### src/rtl/lfsr_pkg.sv
// Shared definitions for the LFSR random-number block: the maximal-length tap
// table, the reset/fallback seed and the draw FSM state encoding.
package lfsr_pkg;

  // Seed used out of reset and whenever a zero seed is loaded. The all-zero
  // state is a lock-up state for an XOR LFSR and must never be entered.
  localparam logic [31:0] DEFAULT_SEED = 32'd1;

  // Draw sequencer states.
  typedef enum logic [1:0] {
    S_IDLE,
    S_DRAW,
    S_DONE
  } fsm_state_e;

  // Tap masks for a shift-left Fibonacci LFSR: bit k set means state[k]
  // feeds the XOR. Each entry is a primitive polynomial, so every width
  // cycles through all 2^WIDTH-1 non-zero states.
  function automatic logic [31:0] tap_mask(input int unsigned width);
    logic [31:0] mask;
    mask = '0;
    case (width)
      4:  mask = 32'h0000_000C;
      5:  mask = 32'h0000_0014;
      6:  mask = 32'h0000_0030;
      7:  mask = 32'h0000_0060;
      8:  mask = 32'h0000_00B8;
      9:  mask = 32'h0000_0110;
      10: mask = 32'h0000_0240;
      11: mask = 32'h0000_0500;
      12: mask = 32'h0000_0829;
      13: mask = 32'h0000_100D;
      14: mask = 32'h0000_2015;
      15: mask = 32'h0000_6000;
      16: mask = 32'h0000_D008;
      17: mask = 32'h0001_2000;
      18: mask = 32'h0002_0400;
      19: mask = 32'h0004_0023;
      20: mask = 32'h0009_0000;
      21: mask = 32'h0014_0000;
      22: mask = 32'h0030_0000;
      23: mask = 32'h0042_0000;
      24: mask = 32'h00E1_0000;
      25: mask = 32'h0120_0000;
      26: mask = 32'h0200_0023;
      27: mask = 32'h0400_0013;
      28: mask = 32'h0900_0000;
      29: mask = 32'h1400_0000;
      30: mask = 32'h2000_0029;
      31: mask = 32'h4800_0000;
      32: mask = 32'h8020_0003;
      default: mask = '0;
    endcase
    return mask;
  endfunction

endpackage

### src/rtl/lfsr_rng_if.sv
// Control/result bundle between a consumer (master) and the LFSR random
// number generator (slave).
interface lfsr_rng_if #(
  parameter int WIDTH = 16,
  parameter int OUT_W = 5
);

  logic             en;
  logic             seed_load;
  logic [WIDTH-1:0] seed;
  logic             req;
  logic [OUT_W-1:0] limit;
  logic             ack;
  logic             ready;
  logic             valid;
  logic [OUT_W-1:0] value;
  logic             fallback;
  logic             err;
  logic [WIDTH-1:0] state;

  modport master (
    output en, seed_load, seed, req, limit, ack,
    input  ready, valid, value, fallback, err, state
  );

  modport slave (
    input  en, seed_load, seed, req, limit, ack,
    output ready, valid, value, fallback, err, state
  );

endinterface

### src/rtl/lfsr_core.sv
// Fibonacci shift-left LFSR with a seed load that can never enter the
// all-zero lock-up state.
module lfsr_core
  import lfsr_pkg::*;
#(
  parameter int               WIDTH = 16,
  parameter logic [WIDTH-1:0] TAPS  = WIDTH'(tap_mask(WIDTH))
) (
  input  logic             clk,
  input  logic             rst,
  input  logic             en_i,
  input  logic             load_i,
  input  logic [WIDTH-1:0] seed_i,
  output logic [WIDTH-1:0] state_o
);

  logic [WIDTH-1:0] state_q;
  logic [WIDTH-1:0] state_d;
  logic             fb;

  // Feedback bit and next state: load beats advance, advance beats hold.
  always_comb begin
    fb      = ^(state_q & TAPS);
    state_d = state_q;
    if (load_i) begin
      state_d = (seed_i == '0) ? WIDTH'(DEFAULT_SEED) : seed_i;
    end else if (en_i) begin
      state_d = {state_q[WIDTH-2:0], fb};
    end
  end

  // Shift register; reset lands on the default seed, not zero.
  // NOTE: non-blocking (<=) in clocked blocks so every flop samples the
  // pre-edge values; blocking here would create order-dependent races.
  always_ff @(posedge clk or posedge rst) begin
    if (rst) state_q <= WIDTH'(DEFAULT_SEED);
    else     state_q <= state_d;
  end

  assign state_o = state_q;

endmodule

### src/rtl/lfsr_rng.sv
// Bounded random draw by rejection sampling on an LFSR: candidates at or
// above the limit are rejected, and after MAX_TRIES rejections the draw
// returns limit-1 with the fallback flag set.
module lfsr_rng
  import lfsr_pkg::*;
#(
  parameter int WIDTH     = 16,
  parameter int OUT_W     = 5,
  parameter int MAX_TRIES = 8
) (
  input  logic        clk,
  input  logic        rst,
  lfsr_rng_if.slave   bus
);

  localparam int               TRY_W = $clog2(MAX_TRIES + 1);
  localparam logic [WIDTH-1:0] TAPS  = WIDTH'(tap_mask(WIDTH));

  fsm_state_e       fsm_q;
  logic [OUT_W-1:0] limit_q;
  logic [OUT_W-1:0] value_q;
  logic [TRY_W-1:0] tries_q;
  logic [TRY_W-1:0] tries_d;
  logic             valid_q;
  logic             ready_q;
  logic             fallback_q;
  logic             err_q;
  logic [WIDTH-1:0] lfsr_state;
  logic [OUT_W-1:0] cand;
  logic             advance;

  // The LFSR free-runs on en and is also stepped once per DRAW cycle so each
  // attempt sees a fresh candidate.
  assign advance = bus.en | (fsm_q == S_DRAW);
  assign cand    = lfsr_state[OUT_W-1:0];
  assign tries_d = tries_q + TRY_W'(1);

  lfsr_core #(
    .WIDTH (WIDTH),
    .TAPS  (TAPS)
  ) u_core (
    .clk    (clk),
    .rst    (rst),
    .en_i   (advance),
    .load_i (bus.seed_load),
    .seed_i (bus.seed),
    .state_o(lfsr_state)
  );

  // Draw sequencer with registered handshake and result outputs.
  // NOTE: every control flop is reset so an asynchronous reset mid-draw
  // discards the draw outright and no stale valid can follow.
  always_ff @(posedge clk or posedge rst) begin
    if (rst) begin
      fsm_q      <= S_IDLE;
      limit_q    <= '0;
      tries_q    <= '0;
      value_q    <= '0;
      valid_q    <= 1'b0;
      ready_q    <= 1'b1;
      fallback_q <= 1'b0;
      err_q      <= 1'b0;
    end else begin
      case (fsm_q)
        S_IDLE: begin
          if (bus.req) begin
            limit_q    <= bus.limit;
            tries_q    <= '0;
            value_q    <= '0;
            fallback_q <= 1'b0;
            ready_q    <= 1'b0;
            if (bus.limit == '0) begin
              // An empty range cannot be sampled: report it immediately.
              err_q   <= 1'b1;
              valid_q <= 1'b1;
              fsm_q   <= S_DONE;
            end else begin
              err_q <= 1'b0;
              fsm_q <= S_DRAW;
            end
          end
        end
        S_DRAW: begin
          if (cand < limit_q) begin
            value_q <= cand;
            valid_q <= 1'b1;
            fsm_q   <= S_DONE;
          end else begin
            tries_q <= tries_d;
            if (tries_d == TRY_W'(MAX_TRIES)) begin
              value_q    <= limit_q - OUT_W'(1);
              fallback_q <= 1'b1;
              valid_q    <= 1'b1;
              fsm_q      <= S_DONE;
            end
          end
        end
        S_DONE: begin
          if (bus.ack) begin
            valid_q <= 1'b0;
            ready_q <= 1'b1;
            fsm_q   <= S_IDLE;
          end
        end
        default: begin
          fsm_q <= S_IDLE;
        end
      endcase
    end
  end

  assign bus.ready    = ready_q;
  assign bus.valid    = valid_q;
  assign bus.value    = value_q;
  assign bus.fallback = fallback_q;
  assign bus.err      = err_q;
  assign bus.state    = lfsr_state;

endmodule
### src/flat_wrapper.sv
// flat-port wrapper written by rule: the top's interface ports become plain ports
module lfsr_rng_flat import lfsr_pkg::*;
#(
  parameter int WIDTH     = 16,
  parameter int OUT_W     = 5,
  parameter int MAX_TRIES = 8
)
  (clk, rst, bus_en, bus_seed_load, bus_seed, bus_req, bus_limit, bus_ack, bus_ready, bus_valid, bus_value, bus_fallback, bus_err, bus_state);
  lfsr_rng_if #(.WIDTH(WIDTH), .OUT_W(OUT_W)) bus_i ();
  input  logic clk;
  input  logic rst;
  input wire logic [$bits(bus_i.en)-1:0] bus_en;
  input wire logic [$bits(bus_i.seed_load)-1:0] bus_seed_load;
  input wire logic [$bits(bus_i.seed)-1:0] bus_seed;
  input wire logic [$bits(bus_i.req)-1:0] bus_req;
  input wire logic [$bits(bus_i.limit)-1:0] bus_limit;
  input wire logic [$bits(bus_i.ack)-1:0] bus_ack;
  output wire logic [$bits(bus_i.ready)-1:0] bus_ready;
  output wire logic [$bits(bus_i.valid)-1:0] bus_valid;
  output wire logic [$bits(bus_i.value)-1:0] bus_value;
  output wire logic [$bits(bus_i.fallback)-1:0] bus_fallback;
  output wire logic [$bits(bus_i.err)-1:0] bus_err;
  output wire logic [$bits(bus_i.state)-1:0] bus_state;
  assign bus_i.en = bus_en;
  assign bus_i.seed_load = bus_seed_load;
  assign bus_i.seed = bus_seed;
  assign bus_i.req = bus_req;
  assign bus_i.limit = bus_limit;
  assign bus_i.ack = bus_ack;
  assign bus_ready = bus_i.ready;
  assign bus_valid = bus_i.valid;
  assign bus_value = bus_i.value;
  assign bus_fallback = bus_i.fallback;
  assign bus_err = bus_i.err;
  assign bus_state = bus_i.state;
  lfsr_rng #(.WIDTH(WIDTH), .OUT_W(OUT_W), .MAX_TRIES(MAX_TRIES)) u_core (.clk(clk), .rst(rst), .bus(bus_i));
endmodule
### config.mk
export PLATFORM = sky130hd
export DESIGN_NAME = lfsr_rng_flat
export DESIGN_NICKNAME = d
export VERILOG_FILES = /design/src/rtl/lfsr_pkg.sv /design/src/rtl/lfsr_rng_if.sv /design/src/rtl/lfsr_core.sv /design/src/rtl/lfsr_rng.sv /design/src/flat_wrapper.sv
export SDC_FILE = /design/constraint.sdc
export NUM_CORES = 1
export LEC_CHECK = 0
export CORE_MARGIN = 1.5
export CORE_UTILIZATION = 50
export DETAILED_ROUTE_END_ITERATION = 10
export PLACE_DENSITY = 0.82
export SLEW_MARGIN = 20
export SYNTH_ARGS = -nofsm -noshare
export SYNTH_HDL_FRONTEND = slang
export SYNTH_SLANG_ARGS = --single-unit
### constraint.sdc
create_clock -name clk -period 4.23 [get_ports clk]
set_input_delay 0.6345 -clock clk [delete_from_list [all_inputs] [get_ports clk]]
set_output_delay 0.6345 -clock clk [all_outputs]
set_load 0.03 [all_outputs]
==> run summary <==
=======================================================================================
Number of filler cells placed in the layout                                         277
Initial cell density of the core                                                  0.523
Critical Path Fanout Max                                                              5
Final number of max-transition violations                                             0
Final Worst Setup Slack                                                         2.04 ns
Max Clk Rate                                                                    457 MHz
Relative slew margins                                                             0.558
Crit path required time                                                         3.60 ns
Capture instance of the worst register-to-register path                    u_core.tries_q[0]
Crit path kind                                                             flip-flop to output port
Most repeated cell in the gate-level netlist after synthesis               sky130_fd_sc_hd__dfrtp_1
Reg2Reg Launch Point                                                       u_core.u_core.state_o[2]
Setup TNS                                                                          0 ns
Unrepaired setup endpoints after global routing                                      no
Number of diodes                                                                      0
Post-synth EDFFs                                                                      0
Most used standard cells in the synthesized netlist                        34 x sky130_fd_sc_hd__dfrtp_1, 27 x sky130_fd_sc_hd__nand2_1, 23 x sky130_fd_sc_hd__o21ai_0, 15 x sky130_fd_sc_hd__inv_1, 11 x sky130_fd_sc_hd__mux2i_1
Worst setup slack for register-to-register paths                                2.13 ns
Antenna violations before repair                                                      0
Count of boundary I/O pins                                                           52
Actual transition at the worst max-transition pin                              0.660 ns
Proportion of layout cells with a drive suffix above 1                           0.0794
Core region area                                                              3660 um^2
Largest buffer count on any clock path                                                2
Via count of the first global-routing pass                                         1559
Cell at the slowest stage of the critical path                             sky130_fd_sc_hd__clkdlybuf4s50_1
Count of vias placed by the detailed router                                        1609
Total number of placement rows                                                       22
Total gr overflow                                                                     0
Post-place setup slack                                                          1.75 ns
Compound-gate portion of the synthesized area                                     0.210
Number of synthesized register bits                                                  36
Post-detailed-route via-to-cell ratio                                              5.36
Final worst path period share                                                     0.518
Net count after synthesis                                                           231
Global-route wire length before repair                                          7510 um
Portion of netlist area occupied by mux cells                                    0.0693
Total routing usage reported by global routing                                    0.237
Synth Area in XOR/XNOR                                                           0.0320
Number of H-tree levels                                                               2
Main combinational cell family by area after synthesis                     compound AO/OA/AOI/OAI gates
Area share of and/or/nand/nor cells after synthesis                               0.124
Clock skew                                                                   0.00843 ns
Critical Path End                                                          bus_state[0]
Max IR drop VDD                                                                0.371 mV
# setup viols final                                                                   0
CP Launch Type                                                                flip-flop
Top area cells in the synthesized netlist                                  sky130_fd_sc_hd__dfrtp_1 44%, sky130_fd_sc_hd__o21ai_0 6.0%, sky130_fd_sc_hd__mux2i_1 5.8%
Number of nets still failing antenna checks after routing                             0
Static Leakage                                                               0.00110 uW
Ordered list of cells on the worst path                                    clkdlybuf4s50_1
Horizontal extent of the die                                                    64.9 um
Height of the die                                                               64.9 um
Post-CTS Resized                                                                      0
Launch point of the worst path                                             u_core.u_core.state_o[0]
Number of gates on the worst path with buffers counted                                1
Largest incremental delay on the critical path                                  0.68 ns
Area of all sequential standard cells                                          903 um^2
Skew-Pair Late Insertion Delay                                                  0.29 ns
Fraction of synthesized cell area taken by the top area cell type                 0.444
Buffer cell driving the clock tree root                                    sky130_fd_sc_hd__clkbuf_8
Cts hold-fix bufs                                                                     0
Detailed-route wire length                                                      4310 um
Clock slew at the register clock pins of the worst setup and hold paths         0.07 ns
Area delta synth->final                                                           33.3%
Number of CTS-inserted buffers                                                        5
First-pass iteration count of the detailed router                                     4
Residual DRC                                                                          0
Min-delay worst type                                                       flip-flop to flip-flop
Time the worst path needs with I/O delays and setup                             2.19 ns
Total buffers and inverters traversed by the critical path                            1
Average instance area after synthesis                                         9.67 um^2
Total number of clock tree sinks                                                     36
Top delay family on crit path                                              buffers and inverters
Multi-input logic area                                                         910 um^2
Outcome                                                                    finished, final reports clean
Post-synthesis cell area                                                      1910 um^2
Library cells used by synthesis                                                      42
Hold Crit Start                                                            u_core.bus.ready
Post-synthesis async set-or-reset flop share                                       1.00
Yosys warns                                                                           0
Number of hold violations in the final report                                         0
Number of instances in the synthesized netlist                                      198
Most used flip-flop cell after synthesis                                   sky130_fd_sc_hd__dfrtp_1
Nets                                                                                284
Buffers added on ports                                                               51
Sequential-to-total area share from yosys stat                                    0.472
Final RePlAce weighted congestion                                                 0.865
Number of violations of the max-capacitance limit                                     0
Adder and majority gate portion of the synthesized area                          0.0392
HPWL after detailed placement                                                   3230 um
Number of violations reported at the end of detailed-routing iteration 0            110
Routed wirelength normalized by instance count                                  14.4 um
Signal arrival time at the worst endpoint                                       1.56 ns
Largest area contributor in the synthesized netlist                        sky130_fd_sc_hd__dfrtp_1
Power density over the cells                                                648 nW/um^2
DIE AREA                                                                      4210 um^2
Setup fix buffers added after clock tree synthesis                                    0
Critical path endpoint category                                             output port
Depth of the worst register-to-register path                                          6
Pin count of the biggest net entering global routing                                 37
TritonCTS clock tree                                                                yes
=======================================================================================
==> sequential cells by signal, indices dropped and copies added (netlist names) <==
name                   cells
u_core.bus.err             1
u_core.bus.fallback        1
u_core.bus.ready           1
u_core.bus.valid           1
u_core.bus.value           5
u_core.fsm_q               2
u_core.limit_q             5
u_core.tries_q             4
u_core.u_core.state_o     16
==> cell families after synthesis <==
kind of cell,Yosys count
AO/OA/AOI/OAI,61
flip-flops,36
buffers and inverters,24
adder cells (fa/ha/maj),6
XOR/XNOR,7
AND/OR/NAND/NOR,51
multiplexers,13
==> power by group <==
| part | leakage [uW] | switching, uW | internal, uW | total (uW) |
|---|---|---|---|---|
| registers | 0.000451 | 113 | 465 | 578 |
| clock network | 0.0000455 | 117 | 133 | 250 |
| logic | 0.000604 | 470 | 355 | 825 |
==> through the flow <==
step / cell area, um^2 / hold slack (ns) / total power, uW / utilization / cells
2_1_floorplan: 1910 / 0.519 / 1140 / - / 198
5_1_grt: 2550 / 0.503 / 1770 / 0.697 / 300
3_5_place_dp: 2460 / 0.458 / 1410 / 0.673 / 292
4_1_cts: 2550 / 0.469 / 1670 / 0.697 / 300
6_report: 2550 / 0.467 / 1650 / 0.697 / 300
3_3_place_gp: 2460 / 0.472 / 1400 / 0.673 / 292
==> layout by cell type (no fill, tap or decap), types with 4 or more instances in the layout <==
cell	count
sky130_fd_sc_hd__clkdlybuf4s50_1	51
sky130_fd_sc_hd__a21oi_1	4
sky130_fd_sc_hd__nor2_1	6
sky130_fd_sc_hd__o22ai_1	5
sky130_fd_sc_hd__dfrtp_1	34
sky130_fd_sc_hd__xnor2_1	5
sky130_fd_sc_hd__nand2_1	27
sky130_fd_sc_hd__clkbuf_8	6
sky130_fd_sc_hd__ha_1	6
sky130_fd_sc_hd__a22oi_1	9
sky130_fd_sc_hd__nor4_1	4
sky130_fd_sc_hd__nand3_1	4
sky130_fd_sc_hd__inv_1	15
sky130_fd_sc_hd__mux2i_1	11
sky130_fd_sc_hd__o21ai_0	23
sky130_fd_sc_hd__o21ai_1	5
==> worst min path at each step <==
stage                  endpoint  slack, ns  cells after the start
2_1_floorplan  u_core.bus.ready       0.52                      2
3_3_place_gp   u_core.bus.ready       0.47                      2
3_5_place_dp   u_core.bus.ready       0.46                      2
4_1_cts        u_core.bus.ready       0.47                      2
5_1_grt        u_core.bus.ready       0.50                      2
6_report       u_core.bus.ready       0.47                      2
==> layer usage <==
layer,wire [um],GRT usage,vias to the layer above,part of all wire
li1,-,-,815,-
met1,2030,0.324,759,0.47
met2,2030,0.353,26,0.47
met3,130,0.0469,9,0.030
met4,114,0.128,0,0.026
met5,0,0,-,0
==> final cells by class <==
cell class / count / share of cell area
timing repair buffer: 53 / 0.206
sequential: 36 / 0.354
tap: 48 / 0.0235
clock buffer: 8 / 0.0353
inverter: 17 / 0.0250
multi-input combinational: 138 / 0.356
==> worst reg2reg max path, delay by kind of cell (launching register included) <==
kind	cells	cell delay, ns
and+or+nand+nor	1	0.05
muxes	1	0.31
DFF	1	0.44
AOI/OAI and AO/OA	3	0.86
adders and majority gates	1	0.32
(Power assumes the default switching activity.)
==> patch 1, RTL diff (config.mk and constraints unchanged) <==
`OUT_W` is set to 5 in 3 places; all go to 10.
--- a/src/rtl/lfsr_rng_if.sv
+++ b/src/rtl/lfsr_rng_if.sv
@@ -2,7 +2,7 @@
 // number generator (slave).
 interface lfsr_rng_if #(
   parameter int WIDTH = 16,
-  parameter int OUT_W = 5
+  parameter int OUT_W = 10
 );
 
   logic             en;
--- a/src/rtl/lfsr_rng.sv
+++ b/src/rtl/lfsr_rng.sv
@@ -5,7 +5,7 @@
   import lfsr_pkg::*;
 #(
   parameter int WIDTH     = 16,
-  parameter int OUT_W     = 5,
+  parameter int OUT_W     = 10,
   parameter int MAX_TRIES = 8
 ) (
   input  logic        clk,
--- a/src/flat_wrapper.sv
+++ b/src/flat_wrapper.sv
@@ -2,7 +2,7 @@
 module lfsr_rng_flat import lfsr_pkg::*;
 #(
   parameter int WIDTH     = 16,
-  parameter int OUT_W     = 5,
+  parameter int OUT_W     = 10,
   parameter int MAX_TRIES = 8
 )
   (clk, rst, bus_en, bus_seed_load, bus_seed, bus_req, bus_limit, bus_ack, bus_ready, bus_valid, bus_value, bus_fallback, bus_err, bus_state);
Ports: changed (resized bus_limit and bus_value); port bits go from 52 to 62. The function was not compared with the original's and may differ.
==> patch 1 against the original RTL <==
- sequential cell count up 10
- total power up 39%
- maximum frequency is 13% lower
- setup slack worse by 0.33 ns
- design area grew 31%
- core utilization decreased by 4.0 points
- synthesized area increased by 36%
- routed wire length rose by 38%
- critical path type is now reg2reg
==> patch 1: results (changes against the original RTL) <==
status:
  outcome: "completed"  # unchanged
final_layout:
  buf_share: 0.1897  # was 0.2059
  clk_share: 0.02400  # was 0.03529
  register_area_um2: 1154  # was 903.4 um2
  n_all_buffers: 64  # was 53
  fill_cells: 430  # was 277
  num-multi-input-gates: 197  # was 138
drt:
  wl_met3_um: 216  # was 130 um
  drtIter0Drc: 167  # was 110
  dr.pass1.iters: 6  # was 4
  met1Wirelength_um: 2690  # was 2031 um
sta:
  worstMarginPinSlew_ns: 0.9300  # was 0.6602 ns
  clock_skew_ns: 0.01541  # was 0.008431 ns
synth:
  synthTopCellsByArea: "dfrtp_1 (42%), mux2i_1 (9.6%), ha_1 (5.3%)"  # was dfrtp_1 (44%), o21ai_0 (6.0%), mux2i_1 (5.8%)
  ys_types: 48  # was 42
  seq_area_frac_synth: 0.4426  # was 0.4719
  synth_common_cells: "dfrtp_1 (44), nor2_1 (34), mux2i_1 (25), a21oi_1 (23), nand2_1 (18)"  # was dfrtp_1 (34), nand2_1 (27), o21ai_0 (23), inv_1 (15), mux2i_1 (11)
  syn-num-nets: 317  # was 231
placement:
  place_ws_ns: 1.694  # was 1.746 ns
  gp_congestion: 0.8401  # was 0.8651
  port_buffers: 61  # was 51
  dp.final_hpwl_um: 4516  # was 3231 um
power:
  p_leak_nw: 1.431  # was 1.101 nW
worst_setup_path:
  worstPathArrival_ns: 2.68  # was 1.56 ns
  r2r_cells: 7  # was 6
  cp_max_fo: 20  # was 5
grt:
  track_usage: 0.2274  # was 0.2369
  grt_pass1_wl_um: 9591  # was 7507 um
==> patch 1: changes by cell type after synthesis, sizes merged, moves of 5 or more <==
cell     before  now
nor2          6   34
a21oi         5   23
mux2i        11   25
o21ai        29   18
dfrtp        34   44
nand2        27   18
a22oi         9    1
o2bb2ai       0    8
clkbuf        5   10
ha            6   11
==> patch 1: critical path, stage by stage (launching register included) <==
cell       delay (ns)
dfrtp_1          0.45
inv_1            0.10
ha_1             0.29
a41oi_1          0.25
a211oi_1         0.08
or4_4            0.68
a22o_1           0.37
o2bb2ai_1        0.17
==> patch 1: logic make-up (layout without fill, tap and decap cells) <==
| kind of cell | after synthesis | count (layout) | share of synthesized area |
|---|---|---|---|
| AO/OA/AOI/OAI | 71 | 71 | 0.1752 |
| XOR/XNOR | 10 | 10 | 0.03361 |
| adder cells (fa/ha/maj) | 11 | 11 | 0.05281 |
| buffers and inverters | 31 | 88 | 0.05137 |
| flip-flops | 46 | 46 | 0.4426 |
| multiplexers | 25 | 25 | 0.09602 |
| AND/OR/NAND/NOR | 80 | 80 | 0.1483 |
==> patch 1: layer usage <==
layer  vias to the layer above  global-route usage
li1                       1091                   -
met1                      1053              0.3065
met2                        42              0.3697
met3                         5             0.04284
met4                         0             0.07937
met5                         -                   0
==> patch 1: power breakdown <==
| part | total, W | switching (W) | internal (W) |
|---|---|---|---|
| Combinational | 0.00124 | 0.000695 | 0.000547 |
| Sequential | 0.000795 | 0.000184 | 0.000611 |
| Clock | 0.000256 | 0.000143 | 0.000114 |
==> patch 1: path summary, 6_finish.rpt <==
check	startpoint	to	slack [ns]
worst min register to register	u_core.bus.value[0]$_DFFE_PP0P_	u_core.bus.value[0]$_DFFE_PP0P_	0.50
worst min-delay path	u_core.bus.value[0]$_DFFE_PP0P_	u_core.bus.value[0]$_DFFE_PP0P_	0.50
min in group asynchronous	rst	u_core.tries_q[0]$_DFFE_PP0P_	0.78
worst max-delay path	u_core.limit_q[5]$_DFFE_PP0P_	u_core.bus.value[1]$_DFFE_PP0P_	1.71
worst max register to register	u_core.limit_q[5]$_DFFE_PP0P_	u_core.bus.value[1]$_DFFE_PP0P_	1.71
max in group asynchronous	rst	u_core.limit_q[4]$_DFFE_PP0P_	3.05
==> patch 1: through the flow <==
step / total power (W) / utilization / area (um2) / hold WS, ns
after detailed placement: 0.002040 / 0.6418 / 3257 / 0.4740
after global placement: 0.002009 / 0.6418 / 3257 / 0.4622
after global routing: 0.002460 / 0.6575 / 3337 / 0.5087
after floorplan: 0.001673 / - / 2606 / 0.5161
final: 0.002293 / 0.6575 / 3337 / 0.5002
after CTS: 0.002302 / 0.6575 / 3337 / 0.4989
==> patch 2, RTL diff (same flow settings) <==
Without the edit above. Make the reset (`rst`) synchronous in 2 clocked blocks. Comments in the files are not updated.
--- a/src/rtl/lfsr_core.sv
+++ b/src/rtl/lfsr_core.sv
@@ -32,7 +32,7 @@
   // Shift register; reset lands on the default seed, not zero.
   // NOTE: non-blocking (<=) in clocked blocks so every flop samples the
   // pre-edge values; blocking here would create order-dependent races.
-  always_ff @(posedge clk or posedge rst) begin
+  always_ff @(posedge clk) begin
     if (rst) state_q <= WIDTH'(DEFAULT_SEED);
     else     state_q <= state_d;
   end
--- a/src/rtl/lfsr_rng.sv
+++ b/src/rtl/lfsr_rng.sv
@@ -50,7 +50,7 @@
   // Draw sequencer with registered handshake and result outputs.
   // NOTE: every control flop is reset so an asynchronous reset mid-draw
   // discards the draw outright and no stale valid can follow.
-  always_ff @(posedge clk or posedge rst) begin
+  always_ff @(posedge clk) begin
     if (rst) begin
       fsm_q      <= S_IDLE;
       limit_q    <= '0;
Behaviour: differs if rst is asserted again (counterexample within 4 cycles, from zero or initial values and one cycle with rst high); with rst held inactive, the same outputs for 10 cycles.
==> patch 2 against the original RTL <==
- non-clock buffer count decreased by 1
- first-iteration DRC count increased by 26%
- global-route usage decreased by 0.12 points
- sequential cell count unchanged
- routed wire length increased by 10%
- sequential share of layout area decreased by 6.1 points
- design area decreased by 3.5%
- setup slack got worse by 0.30 ns
- synthesized area decreased by 3.8%
Power is not compared: it rests on default switching activity, and its combinational part moved more than twofold at a synthesized area within 25%.
==> patch 2: results (changes against the original RTL) <==
worst_setup_path:
  cp-startpoint: "bus_seed_load"  # was u_core.u_core.state_o[0]$_DFFE_PP1P_
  r2r_cells: 7  # was 6
  cp_max_fo: 12  # was 5
  worstPathArrival_ns: 2.71  # was 1.56 ns
  critPathMaxStageDelay_ns: 0.77  # was 0.68 ns
placement:
  gp_congestion: 0.8761  # was 0.8651
  dpl_cell_area_um2: 2371  # was 2462 um2
  dp.cells: 307  # was 292
drt:
  met1Wirelength_um: 2177  # was 2031 um
  dr.pass1.iters: 5  # was 4
  wl_met2_um: 2204  # was 2034 um
  drtIter0Drc: 139  # was 110
  wire_per_inst_um: 15.09  # was 14.37 um
  vias: 1860  # was 1,609
  wl_met3_um: 305  # was 130 um
grt:
  grt_util_met1: 0.3178  # was 0.3240
  grt_pass1_vias: 1604  # was 1,559
  met2_usage: 0.3592  # was 0.3531
  track_usage: 0.2357  # was 0.2369
  grt_max_degree: 39  # was 37
  grt_pass1_wl_um: 7472  # was 7507 um
  grtUsageMet3: 0.05714  # was 0.04688
synth:
  syn-num-nets: 253  # was 231
  avgSynthCellArea_um2: 8.372  # was 9.668 um2
  seq_area_frac_synth: 0.3913  # was 0.4719
  yosys.area_share.xor_xnor: 0.03329  # was 0.03203
  synthTopCellsByArea: "dfxtp_1 (39%), a21oi_1 (4.9%), nor2_1 (4.9%)"  # was dfrtp_1 (44%), o21ai_0 (6.0%), mux2i_1 (5.8%)
  async_reset_ff_frac: 0  # was 1.000
  synth_compound_area_frac: 0.2201  # was 0.2105
status:
  outcome: "completed"  # unchanged
sta:
  worstMarginPinSlew_ns: 1.176  # was 0.6602 ns
  clock_skew_ns: 0.005247  # was 0.008431 ns
final_layout:
  final_nets: 301  # was 284
  drive_gt1_frac: 0.07063  # was 0.07937
  n_all_buffers: 52  # was 53
  multi_input_area_share: 0.4241  # was 0.3564
  buf_share: 0.2103  # was 0.2059
  num-multi-input-gates: 165  # was 138
  nNonClkInverters: 8  # was 17
  clk_share: 0.03758  # was 0.03529
  stdcell_count: 315  # was 300
  fill_cells: 291  # was 277
  clkbuf_count: 6  # was 8
==> patch 2: metrics by stage <==
stage                     worst slack [ns]    util
after floorplan                      2.276       -
after global placement               1.525  0.6888
after detailed placement             1.502  0.6888
after CTS                            1.794  0.7157
after global routing                 1.652  0.7157
final                                1.736  0.7157
==> patch 2: worst paths after layout <==
| path | to | slack [ns] |
|---|---|---|
| setup / recovery | u_core.u_core.state_o[7]$_SDFFE_PP0P_ | 1.74 |
| hold / removal | u_core.limit_q[3]$_SDFFE_PP0P_ | 0.46 |
| setup reg to reg | u_core.tries_q[2]$_SDFFE_PP0P_ | 2.18 |
| hold reg to reg | u_core.limit_q[3]$_SDFFE_PP0P_ | 0.46 |
==> patch 2: power breakdown <==
part	switching, W	total [W]	internal [W]
sequential	0.0000290	0.000395	0.000366
combinational	0.000161	0.000285	0.000124
clock	0.000124	0.000254	0.000130
total	0.000314	0.000935	0.000620
